`config.mk`:
```
export PLATFORM = sky130hd
export DESIGN_NAME = core_sequencer_flat
export DESIGN_NICKNAME = d
export VERILOG_FILES = /design/src/rtl/core_sequencer_if.sv /design/src/rtl/core_sequencer.sv /design/src/flat_wrapper.sv
export SDC_FILE = /design/constraint.sdc
export NUM_CORES = 1
export LEC_CHECK = 0
export CELL_PAD_IN_SITES_DETAIL_PLACEMENT = 1
export CELL_PAD_IN_SITES_GLOBAL_PLACEMENT = 1
export CORE_MARGIN = 4
export CORE_UTILIZATION = 42
export DETAILED_ROUTE_END_ITERATION = 6
export DONT_BUFFER_PORTS = 1
export PLACE_DENSITY_LB_ADDON = 0.1
export SLEW_MARGIN = 20
export SYNTH_ARGS = -nofsm -noshare
export SYNTH_HDL_FRONTEND = slang
export SYNTH_SLANG_ARGS = --single-unit
```
`constraint.sdc`:
```
create_clock -name clk -period 1.7 [get_ports clk]
set_input_delay 0.34 -clock clk [delete_from_list [all_inputs] [get_ports clk]]
set_output_delay 0.34 -clock clk [all_outputs]
set_load 0.01 [all_outputs]
```
`src/rtl/core_sequencer_if.sv`:
```
`default_nettype none
// ============================================================================
// Module      : core_sequencer_if
// Description : Stage handshake bundle between the core sequencer and the
//               five pipeline-stage engines (fetch, decode, exec, mem, wb).
// Revision    : 1.0 - initial release
// ----------------------------------------------------------------------------
// Signals
//   *_enabled      sequencer -> stage  one-cycle start pulse
//   *_completed    stage -> sequencer  stage-done level
//   is_mem_instr   decode -> sequencer load/store flag (taken with decode done)
//   is_jump_chosen exec -> sequencer   branch/jump taken (taken with exec done)
//   jump_dest      exec -> sequencer   32-bit jump target
// Modports
//   master : the sequencer side
//   slave  : the stage-engine side
// ============================================================================
interface core_sequencer_if;
  logic        fetch_enabled;
  logic        decode_enabled;
  logic        exec_enabled;
  logic        mem_enabled;
  logic        wb_enabled;

  logic        fetch_completed;
  logic        decode_completed;
  logic        exec_completed;
  logic        mem_completed;
  logic        wb_completed;

  logic        is_mem_instr;
  logic        is_jump_chosen;
  logic [31:0] jump_dest;

  modport master (
    output fetch_enabled, decode_enabled, exec_enabled, mem_enabled, wb_enabled,
    input  fetch_completed, decode_completed, exec_completed, mem_completed,
           wb_completed,
    input  is_mem_instr, is_jump_chosen, jump_dest
  );

  modport slave (
    input  fetch_enabled, decode_enabled, exec_enabled, mem_enabled, wb_enabled,
    output fetch_completed, decode_completed, exec_completed, mem_completed,
           wb_completed,
    output is_mem_instr, is_jump_chosen, jump_dest
  );
endinterface
`default_nettype wire

```
`src/rtl/core_sequencer.sv`:
```
`default_nettype none
// ============================================================================
// Module      : core_sequencer
// Description : Multi-cycle instruction sequencer. Walks each instruction
//               through FETCH -> DECODE -> EXEC -> (MEM) -> WB, pulsing the
//               matching stage enable on entry and advancing when that
//               stage reports completion. Tracks pc and retired-instruction
//               count, supports halting between instructions and traps
//               terminally on a misaligned taken jump.
// Revision    : 1.0 - initial release
// ----------------------------------------------------------------------------
// Ports
//   clk        in   clock, all state changes on rising edge
//   rstn       in   synchronous active-low reset
//   halt       in   stop after the current instruction retires
//   bus        --   stage handshake bundle (core_sequencer_if.master)
//   pc         out  address of the instruction in flight
//   state      out  FSM state encoding
//   instret    out  retired-instruction count
//   misaligned out  sticky: a taken jump target was not 4-byte aligned
// ============================================================================
module core_sequencer #(
  parameter logic [31:0] RESET_PC = 32'h0000_0000
) (
  input  logic             clk,
  input  logic             rstn,
  input  logic             halt,
  core_sequencer_if.master bus,
  output logic [31:0]      pc,
  output logic [2:0]       state,
  output logic [31:0]      instret,
  output logic             misaligned
);

  localparam logic [2:0] ST_FETCH  = 3'd0;
  localparam logic [2:0] ST_DECODE = 3'd1;
  localparam logic [2:0] ST_EXEC   = 3'd2;
  localparam logic [2:0] ST_MEM    = 3'd3;
  localparam logic [2:0] ST_WB     = 3'd4;
  localparam logic [2:0] ST_HALTED = 3'd5;
  localparam logic [2:0] ST_TRAP   = 3'd6;

  // Bit positions inside the enable vector.
  localparam int EN_FETCH  = 0;
  localparam int EN_DECODE = 1;
  localparam int EN_EXEC   = 2;
  localparam int EN_MEM    = 3;
  localparam int EN_WB     = 4;

  logic [2:0]  state_q,   state_d;
  logic [4:0]  en_q,      en_d;
  logic        start_q,   start_d;
  logic [31:0] pc_q,      pc_d;
  logic [31:0] instret_q, instret_d;
  logic        mis_q,     mis_d;
  logic        mem_q,     mem_d;
  logic        taken_q,   taken_d;
  logic [31:0] dest_q,    dest_d;

  logic        cur_done;
  logic        cur_busy;
  logic        accept;
  logic        jump_bad;

  // --------------------------------------------------------------------------
  // Select the completion of the stage we are in. A completion is not
  // accepted while the stage's start pulse is still on the wire, nor in
  // FETCH while the start pulse is still pending (start_q), since the
  // stage has not been told to begin yet.
  // --------------------------------------------------------------------------
  always_comb begin
    cur_done = 1'b0;
    cur_busy = 1'b0;
    case (state_q)
      ST_FETCH: begin
        cur_done = bus.fetch_completed;
        cur_busy = en_q[EN_FETCH] | start_q;
      end
      ST_DECODE: begin
        cur_done = bus.decode_completed;
        cur_busy = en_q[EN_DECODE];
      end
      ST_EXEC: begin
        cur_done = bus.exec_completed;
        cur_busy = en_q[EN_EXEC];
      end
      ST_MEM: begin
        cur_done = bus.mem_completed;
        cur_busy = en_q[EN_MEM];
      end
      ST_WB: begin
        cur_done = bus.wb_completed;
        cur_busy = en_q[EN_WB];
      end
      default: begin
        cur_done = 1'b0;
        cur_busy = 1'b1;
      end
    endcase
  end

  assign accept   = cur_done & ~cur_busy;
  assign jump_bad = bus.is_jump_chosen & (bus.jump_dest[1:0] != 2'b00);

  // --------------------------------------------------------------------------
  // Next-state logic. Enables are registered and default to zero, so each
  // one is high only in the first cycle after the transition that set it.
  // --------------------------------------------------------------------------
  always_comb begin
    state_d   = state_q;
    en_d      = 5'b0_0000;
    start_d   = 1'b0;
    pc_d      = pc_q;
    instret_d = instret_q;
    mis_d     = mis_q;
    mem_d     = mem_q;
    taken_d   = taken_q;
    dest_d    = dest_q;

    case (state_q)
      ST_FETCH: begin
        if (start_q) begin
          // Entered from reset or HALTED: issue the fetch pulse now.
          en_d[EN_FETCH] = 1'b1;
        end else if (accept) begin
          state_d         = ST_DECODE;
          en_d[EN_DECODE] = 1'b1;
        end
      end

      ST_DECODE: begin
        if (accept) begin
          mem_d         = bus.is_mem_instr;
          state_d       = ST_EXEC;
          en_d[EN_EXEC] = 1'b1;
        end
      end

      ST_EXEC: begin
        if (accept) begin
          taken_d = bus.is_jump_chosen;
          dest_d  = bus.jump_dest;
          if (jump_bad) begin
            // Misaligned taken target: stop here, never reach MEM/WB.
            mis_d   = 1'b1;
            state_d = ST_TRAP;
          end else if (mem_q) begin
            state_d      = ST_MEM;
            en_d[EN_MEM] = 1'b1;
          end else begin
            state_d     = ST_WB;
            en_d[EN_WB] = 1'b1;
          end
        end
      end

      ST_MEM: begin
        if (accept) begin
          state_d     = ST_WB;
          en_d[EN_WB] = 1'b1;
        end
      end

      ST_WB: begin
        if (accept) begin
          // Retire: pc and instret both wrap naturally at 32 bits.
          pc_d      = taken_q ? dest_q : pc_q + 32'd4;
          instret_d = instret_q + 32'd1;
          if (halt) begin
            state_d = ST_HALTED;
          end else begin
            state_d        = ST_FETCH;
            en_d[EN_FETCH] = 1'b1;
          end
        end
      end

      ST_HALTED: begin
        if (!halt) begin
          // Fetch pulse follows one cycle later, from the FETCH state itself.
          state_d = ST_FETCH;
          start_d = 1'b1;
        end
      end

      ST_TRAP: begin
        state_d = ST_TRAP;
      end

      default: begin
        // Unreachable encoding: restart cleanly at FETCH.
        state_d = ST_FETCH;
        start_d = 1'b1;
      end
    endcase
  end

  always_ff @(posedge clk) begin
    if (!rstn) begin
      state_q   <= ST_FETCH;
      en_q      <= 5'b0_0000;
      start_q   <= 1'b1;
      pc_q      <= RESET_PC;
      instret_q <= 32'd0;
      mis_q     <= 1'b0;
      mem_q     <= 1'b0;
      taken_q   <= 1'b0;
      dest_q    <= 32'd0;
    end else begin
      state_q   <= state_d;
      en_q      <= en_d;
      start_q   <= start_d;
      pc_q      <= pc_d;
      instret_q <= instret_d;
      mis_q     <= mis_d;
      mem_q     <= mem_d;
      taken_q   <= taken_d;
      dest_q    <= dest_d;
    end
  end

  assign bus.fetch_enabled  = en_q[EN_FETCH];
  assign bus.decode_enabled = en_q[EN_DECODE];
  assign bus.exec_enabled   = en_q[EN_EXEC];
  assign bus.mem_enabled    = en_q[EN_MEM];
  assign bus.wb_enabled     = en_q[EN_WB];

  assign pc         = pc_q;
  assign state      = state_q;
  assign instret    = instret_q;
  assign misaligned = mis_q;

endmodule
`default_nettype wire

```
`src/flat_wrapper.sv`:
```
// flat-port wrapper written by rule: the top's interface ports become plain ports
module core_sequencer_flat 
#(
  parameter logic [31:0] RESET_PC = 32'h0000_0000
)
  (clk, rstn, halt, pc, state, instret, misaligned, bus_fetch_enabled, bus_decode_enabled, bus_exec_enabled, bus_mem_enabled, bus_wb_enabled, bus_fetch_completed, bus_decode_completed, bus_exec_completed, bus_mem_completed, bus_wb_completed, bus_is_mem_instr, bus_is_jump_chosen, bus_jump_dest);
  core_sequencer_if bus_i ();
  input  logic clk;
  input  logic rstn;
  input  logic halt;
  output logic [31:0] pc;
  output logic [2:0] state;
  output logic [31:0] instret;
  output logic misaligned;
  output wire logic [$bits(bus_i.fetch_enabled)-1:0] bus_fetch_enabled;
  output wire logic [$bits(bus_i.decode_enabled)-1:0] bus_decode_enabled;
  output wire logic [$bits(bus_i.exec_enabled)-1:0] bus_exec_enabled;
  output wire logic [$bits(bus_i.mem_enabled)-1:0] bus_mem_enabled;
  output wire logic [$bits(bus_i.wb_enabled)-1:0] bus_wb_enabled;
  input wire logic [$bits(bus_i.fetch_completed)-1:0] bus_fetch_completed;
  input wire logic [$bits(bus_i.decode_completed)-1:0] bus_decode_completed;
  input wire logic [$bits(bus_i.exec_completed)-1:0] bus_exec_completed;
  input wire logic [$bits(bus_i.mem_completed)-1:0] bus_mem_completed;
  input wire logic [$bits(bus_i.wb_completed)-1:0] bus_wb_completed;
  input wire logic [$bits(bus_i.is_mem_instr)-1:0] bus_is_mem_instr;
  input wire logic [$bits(bus_i.is_jump_chosen)-1:0] bus_is_jump_chosen;
  input wire logic [$bits(bus_i.jump_dest)-1:0] bus_jump_dest;
  assign bus_fetch_enabled = bus_i.fetch_enabled;
  assign bus_decode_enabled = bus_i.decode_enabled;
  assign bus_exec_enabled = bus_i.exec_enabled;
  assign bus_mem_enabled = bus_i.mem_enabled;
  assign bus_wb_enabled = bus_i.wb_enabled;
  assign bus_i.fetch_completed = bus_fetch_completed;
  assign bus_i.decode_completed = bus_decode_completed;
  assign bus_i.exec_completed = bus_exec_completed;
  assign bus_i.mem_completed = bus_mem_completed;
  assign bus_i.wb_completed = bus_wb_completed;
  assign bus_i.is_mem_instr = bus_is_mem_instr;
  assign bus_i.is_jump_chosen = bus_is_jump_chosen;
  assign bus_i.jump_dest = bus_jump_dest;
  core_sequencer #(.RESET_PC(RESET_PC)) u_core (.clk(clk), .rstn(rstn), .halt(halt), .bus(bus_i), .pc(pc), .state(state), .instret(instret), .misaligned(misaligned));
endmodule
```
After elaboration in Yosys (flattened, before gate mapping)
Cells that the tools add are included.
{"block": "classes", "add_sub_neg": 2, "eq_ne": 13, "n_mux": 25, "bitwise_logic": 8, "n_reduce_logical": 11}
{"cell": "adder 32 x 1 -> 32 bit (second input constant)", "count": 1}
{"cell": "adder 32 x 3 -> 32 bit (second input constant)", "count": 1}
{"cell": "2-to-1 mux 32 bit", "count": 1}
{"cell": "2-to-1 mux 3 bit", "count": 10}
{"cell": "case mux 3 bit (7 select lines)", "count": 1}
{"cell": "inequality test 2 x 1 -> 1 bit (second input constant)", "count": 5}
{"cell": "case mux 1 bit (5 select lines)", "count": 2}
{"cell": "equality test 3 bit (second input constant)", "count": 3}
{"cell": "AND reduction 2 bit", "count": 4}
{"cell": "AND reduction 7 bit", "count": 1}
{"cell": "equality test 3 x 2 -> 1 bit (second input constant)", "count": 2}
{"cell": "2-to-1 mux 1 bit", "count": 6}
{"cell": "case mux 1 bit (2 select lines)", "count": 3}
{"cell": "OR reduction 6 bit", "count": 1}
{"cell": "NOT 1 bit", "count": 5}
{"cell": "2-to-1 mux 2 bit", "count": 2}
{"cell": "inequality test 2 bit (second input constant)", "count": 2}
{"cell": "OR reduction 4 bit", "count": 1}
{"cell": "equality test 3 x 1 -> 1 bit (second input constant)", "count": 1}
{"cell": "logical NOT 3 bit", "count": 1}
{"cell": "AND reduction 3 bit", "count": 1}
{"cell": "OR reduction 3 bit", "count": 1}
{"cell": "AND 1 bit", "count": 2}
{"cell": "nonzero test 2 bit", "count": 1}
{"cell": "OR 1 bit", "count": 1}
{"block": "word_totals", "reg_bits": 108, "in_bits": 42, "output_inout_bits": 73, "word_cells": 71}

Longest topological paths before layout
{"block": "logic_depth", "ltp_word": 7, "ltp_mapped": 9, "depth_no_buf": 6}

Worst setup path before layout
OpenSTA, ideal clock, no wires.
{"block": "synth_path", "kind": "register to register", "startpoint": "register u_core.state_q[2], in the netlist u_core.state[2]", "endpoint": "register u_core.dest_q[12]", "setup_time_ns": 0.128, "t_arrival_ns": 1.755, "required_time_ns": 1.572, "slack_ns": -0.182, "path_stages_with_launch": 8, "path_buffers": 2, "synth_period_minus_slack_ns": 1.882, "cell_sequence": "dfxtp_1 > buf_2 > or2_2 > o221ai_1 > o2111ai_2 > buf_6 > mux2i_1 > nor2_1"}
{"block": "synth_between", "elab_chain_len": 5, "word_cells_on_any_way": 10, "classes_between": "4 x eq/ne; 2 x mux; 2 x bitwise; 2 x reduce/logical"}
{"element": "start, declared", "line": "core_sequencer.sv:50", "rtl": "logic [2:0] state_q, state_d;"}
{"element": "start signal, assigned", "line": "core_sequencer.sv:210", "rtl": "state_q <= state_d;"}
{"element": "equality test 3 bit (tied with other cells)", "line": "core_sequencer.sv:74", "rtl": "case (state_q)"}
{"element": "case mux 1 bit (5 select lines)", "line": "core_sequencer.sv:74"}
{"element": "NOT 1 bit", "line": "core_sequencer.sv:102", "rtl": "assign accept = cur_done & ~cur_busy;"}
{"element": "AND 1 bit", "line": "core_sequencer.sv:102"}
{"element": "AND reduction 2 bit (no line) (*)"}
{"element": "end signal, assigned", "line": "core_sequencer.sv:218", "rtl": "dest_q <= dest_d;"}
{"element": "end, declared", "line": "core_sequencer.sv:58", "rtl": "logic [31:0] dest_q, dest_d;"}
Mark *: on every way between the ends. The rest lies on a longest branch, timed or not.
A chain may end at the register's enable or synchronous reset.

Worst setup path in the final report
{"block": "layout_path", "startpoint": "register u_core.state_q[1], in the netlist u_core.state[1]", "endpoint": "register u_core.dest_q[2]"}
Same word-level chain as after synthesis.

==> metrics.csv <==
metric,value,unit
status,"finished, violations left",
failing checks,setup timing,
syn avg cell area,8.69,um2
IO buf count,0,
largest area contributor in the netlist,dfxtp_1,
Tmin final,1.84,ns
maximum capacitance violations,0,
Setup WS pre-CTS,-0.142,ns
area grow syn2layout,40.2,%
Placed Cells,827,
synthesized instance count,595,
Worst Path Arrival,2.09,ns
total negative slack,-3.75,ns
total CTS buffers,9,
n_diodes,0,
dpl hpwl,12.4,mm
worst-case reg-to-reg path depth,7,
routed wire length,19.0,mm
Synth area leaders,"dfxtp_1 42%, mux2i_1 9.1%, nor2_1 6.3%, xor2_1 3.2%, a21oi_1 3.2%",
drt first-iter violations,292,
first-pass GRT wire length,28.8,mm
number of synthesized flops with an enable pin,0,
#FFs+latches synth,108,
crit path kind,register to register,
# DRC,0,
Crit. End Element,register,
die area,0.0141,mm2
hold path cells,1,
Yosys cell types,59,
post-synth top area share,41.8,%
Congestion Overflow GR,0,
Global Route Usage Sum,25.4,%
Row Count,40,
final setup violation count,72,
"CTS clk-pin slew, worst paths",0.08,ns
"Seq/Total Area, Yosys",41.8,%
max-slew violation count,0,
largest net degree at the start of global routing,44,
fmax,544,MHz
Slew HR,69.6,%
clk sinks,108,
CP Launch Type,register,
peak supply drop,0.000697,V
DR pass1 iterations,4,
height of the die,119,um
net count after synthesis,639,
drt wl/cell,21.9,um
Horiz. Die Dim,119,um
htree depth,3,
Post-synth ARST share,0,%
RSZ-0062 raised after global routing,yes,
Layout Cells excl Fill,866,
pwr dens,991,mW/mm2
clock skew,0.00797,ns
Final Cycle Share,108,%
actual slew at the worst max-slew pin,0.450,ns
Clock Tree Buf Depth,2,
YS warnings,0,
leak pwr,0.00297,uW
antenna-violating nets left,0,
data required time at the worst endpoint,1.95,ns
Post-Synthesis Cell Area,0.00517,mm2
setup ws final,-0.138,ns
# nets final,758,
effective utilization at floorplan,43.0,%
GP Congestion,0.827,
most frequent cells in the layout,"123 x buf_4, 97 x dfxtp_1, 84 x nor2_1",
Hold Buf Count CTS,0,
final hold vios,0,
TritonCTS clock tree,yes,
utilization after layout,60.3,%
maximum fanout along the worst path,10,
Fillers,1375,
IO Pins,115,
layout cells sized above 1,34.9,%
vias in the first global route,5445,
initial antenna violation count,0,
"commonest non-fill, non-tap cell in the layout",buf_4,
DR vias/cell,5.91,
CORE AREA,0.0120,mm2
clk_lat worst skew,0.36,ns
via count,5114,
leading register cell type out of synthesis,dfxtp_1,
Root Buffer,clkbuf_16,
total power,7180,uW
Hold Crit Class,input port to register,
[layer usage]
| metal | routed length [um] | GRT usage, % |
|---|---|---|
| met5 | 0 | 0 |
| met4 | 478 | 7.31 |
| met3 | 1020 | 8.21 |
| met2 | 10200 | 47.1 |
| met1 | 7310 | 27.4 |
[critical path, cell delays in order (launching register included)]
cell	delay, ns
dfxtp_4	0.36
buf_6	0.13
or2_4	0.27
o221ai_4	0.25
o2111ai_4	0.21
buf_6	0.22
mux2i_1	0.23
nor2_1	0.06
[what timing repair did]
action | 4_1_cts | 5_1_grt
hold endpoints to repair | 0 | 0
gates cloned | 2 | 1
resized for setup | 50 | 73
endpoints found under the setup margin | 78 | 97
pin swaps | 9 | 44
buffers inserted | 15 | 10
[registers in the layout (all words and copies together), names as in the netlist]
signal,flops
u_core.dest_q,32
u_core.instret,32
u_core.pc,32
u_core.en_q,5
u_core.state,3
u_core.mem_q,1
u_core.misaligned,1
u_core.start_q,1
u_core.taken_q,1
[worst paths after layout]
kind,start,endpoint,slack [ns]
worst max-delay path,u_core.state[1],u_core.dest_q[2],-0.14
worst min register to register,u_core.dest_q[0],u_core.pc[0],0.48
worst min-delay path,rstn,u_core.start_q,0.06
worst max register to register,u_core.state[1],u_core.dest_q[2],-0.14
[cell usage after synthesis, drive strengths merged, types with 2 or more instances]
cell type / instances
o21bai: 2
nand3b: 2
a22oi: 16
o22ai: 4
nand2b: 5
nor4: 12
o21a: 5
a221oi: 3
clkbuf: 28
o21ai: 17
nand2: 40
nand3: 26
or4: 4
nor3b: 2
nor2b: 3
xor2: 19
and3: 10
a211oi: 3
and2: 6
mux2i: 47
a31oi: 4
o311ai: 4
nand4: 20
buf: 12
inv: 8
dfxtp: 108
nor2: 87
or2: 3
and4: 9
nor3: 12
a21oi: 33
o221ai: 9
xnor2: 8
a21o: 2
ha: 2
or3: 2
[area by class of cell]
class | instances | area, um2 | share of cell area, %
multi-input combinational | 439 | 3290 | 45.4
sequential | 108 | 2180 | 30.1
timing repair buffer | 148 | 1220 | 16.9
clock buffer | 9 | 225 | 3.11
tap | 147 | 184 | 2.54
clock inverter | 7 | 115 | 1.59
inverter | 8 | 30.0 | 0.414
[through the flow]
step,area [um2],hold slack (ns)
2_1_floorplan,5280,0.432
4_1_cts,6890,0.0598
3_3_place_gp,6210,0.432
6_report,7250,0.0637
3_5_place_dp,6210,0.435
5_1_grt,7250,0.0512
[power by group]
group	internal, uW	switching (uW)
Clock	1440	1020
Combinational	903	984
Sequential	2700	143
[logic make-up (layout without fill, tap and decap cells)]
family	after synthesis	after routing	synth area share, %
DFF	108	108	41.8
AOI/OAI and AO/OA	113	113	14.8
and+or+nand+nor	249	249	24.6
xor gates and xnor gates	27	27	4.57
buffers and inverters	48	172	4.48
adders and majority gates	2	2	0.484
muxes	48	48	9.32
No activity file was read; power rests on OpenSTA's default activity.
==> RTL change: new RTL, same settings <==
Reset style: asynchronous (`rstn`), changed in one clocked block. Comments in the files are not updated.
--- a/src/rtl/core_sequencer.sv
+++ b/src/rtl/core_sequencer.sv
@@ -195,7 +195,7 @@
     endcase
   end
 
-  always_ff @(posedge clk) begin
+  always_ff @(posedge clk or negedge rstn) begin
     if (!rstn) begin
       state_q   <= ST_FETCH;
       en_q      <= 5'b0_0000;
Function: differs if rstn is asserted again (counterexample within 4 cycles, from zero or initial values and one cycle with rstn low); with rstn held inactive, the same outputs for 10 cycles.
==> RTL change against the unedited design <==
- the run ends with negative hold slack, negative setup slack left
- count of clock-buffer cells in the layout up 4
- sequential cell count unchanged
- final cell count down 6.2%
- area after synthesis up 2.3%
- final area up 4.7%
- first-iteration DRC count down 12%
- wire length down 3.0%
- setup slack worse by 0.53 ns
- critical path type unchanged
- largest cell class unchanged
Power is not compared: it rests on default switching activity, and its combinational part moved more than twofold at a synthesized area within 25%.
==> RTL change: results (changes against the unedited design) <==
* Met2 WL post-DR at 9370 um (was 10200 um)
* Total Nets Final at 684 (was 758)
* Outcome: complete, but fails checks (unchanged)
* Syn nets at 552 (was 639)
* DR vias at 4706 (was 5114)
* Post-synth top cells: dfrtp_1 (107), nor2_1 (33), nand2_1 (32) (was dfxtp_1 (108), nor2_1 (87), mux2i_1 (47))
* Post-Place Setup Slack at -0.491 ns (was -0.142 ns)
* Crit path max fanout at 6 (was 10)
* Buffers excl. clock at 150 (was 148)
* Synth top area share at 50.6% (was 41.8%)
* Met3 WL at 1020 um (about the same)
* Placed inst area at 6450 um^2 (was 6210 um^2)
* Asr flop ratio synth at 100% (was 0%)
* Gpl congestion at 0.859 (was 0.827)
* Synth top area cells: dfrtp_1 (51%), mux2_1 (6.0%), xor2_1 (3.0%) (was dfxtp_1 (42%), mux2i_1 (9.1%), nor2_1 (6.3%))
* Hold WS at -0.321 ns (was 0.0637 ns)
* Initial DRC count at 258 (was 292)
* Dominant synthesized flop cell: dfrtp_1 (was dfxtp_1)
* Slowest Stage Delay on Critical Path at 0.44 ns (was 0.36 ns)
* Final setup vio count at 96 (was 72)
* Gr usage total at 24.6% (was 25.4%)
* Slew HR at 70.5% (was 69.6%)
* FF-to-FF Start: u_core.state[2]$_DFFE_PN0P_ (was u_core.state[1]$_SDFFE_PN0P_)
* Area delta synth->final at 43.5% (was 40.2%)
* Largest net degree at the start of global routing at 109 (was 44)
* Seq/Total Area, Yosys at 51.1% (was 41.8%)
* First-pass GRT wire length at 27800 um (was 28800 um)
* Final setup skew at 0.0136 ns (was 0.00797 ns)
* Distinct cells, synth at 58 (was 59)
* Clk cell area share at 3.76% (was 4.70%)
* Final Util at 62.4% (was 60.3%)
* Fin. Hold Viols at 108 (was 0)
* Share of cells above drive strength 1 at 38.8% (was 34.9%)
* Routed wire length at 18400 um (was 19000 um)
* Failing checks: negative hold slack, negative setup slack (was negative setup slack)
* Number of global-route vias before repair at 5042 (was 5445)
* Setup slack after layout at -0.665 ns (was -0.138 ns)
* Inverters at 14 (was 8)
* Fillers at 1279 (was 1375)
* Grt met3 use at 5.99% (was 8.21%)
* Worst Reg-to-Reg Cells at 10 (was 7)
* Data buffer area share at 17.8% (was 16.9%)
* Fraction of area in multi-input gates at 39.4% (was 45.4%)
* Multi-input gate count at 357 (was 439)
-- RTL change: cell count changes in the layout (fill, tap and decap cells not counted), sizes merged, moves of 9 or more --
cell,delta
mux2i,-44
nand4,-10
nor2,-54
o221ai,-9
a22oi,-10
dfrtp,+107
dfxtp,-108
nor3,+16
mux2,+35
-- RTL change: cells by family after synthesis --
| group | count (synthesis) | synth area share, % |
|---|---|---|
| flops | 108 | 51.1 |
| buf+inv | 43 | 3.55 |
| compound gates | 104 | 13.2 |
| mux | 39 | 8.23 |
| simple gates | 181 | 18.3 |
| xor+xnor | 31 | 5.13 |
| fa+ha+maj | 2 | 0.473 |
-- RTL change: final timing paths --
check | slack (ns) | endpoint
max | -0.67 | u_core.dest_q[4]$_DFFE_PN0P_
min | -0.32 | u_core.instret[26]$_DFFE_PN0P_
max reg2reg | -0.67 | u_core.dest_q[4]$_DFFE_PN0P_
min reg2reg | 0.48 | u_core.dest_q[27]$_DFFE_PN0P_
max in group asynchronous | 1.82 | u_core.start_q$_DFF_PN1_
min in group clk | 0.11 | u_core.dest_q[5]$_DFFE_PN0P_
-- RTL change: power breakdown --
| part | internal (mW) | switching [mW] | total [mW] |
|---|---|---|---|
| sequential | 3.36 | 0.582 | 3.94 |
| combinational | 2.74 | 2.56 | 5.31 |
| clock | 1.18 | 0.945 | 2.12 |
| total | 7.28 | 4.09 | 11.4 |
-- RTL change: through the flow --
stage	cells	total power [mW]
after floorplan	508	6.22
after global placement	766	7.54
after CTS	800	10.6
after global routing	812	12.0
final	812	11.4
after detailed placement	766	7.74
-- RTL change: repair_timing --
item / CTS / global route
endpoints found under the hold margin: 108 / 108
setup endpoints to repair: 105 / 104
resized for setup: 81 / 32
gates cloned: 5 / 2
setup buffers: 14 / 10
pin swaps: 27 / 6
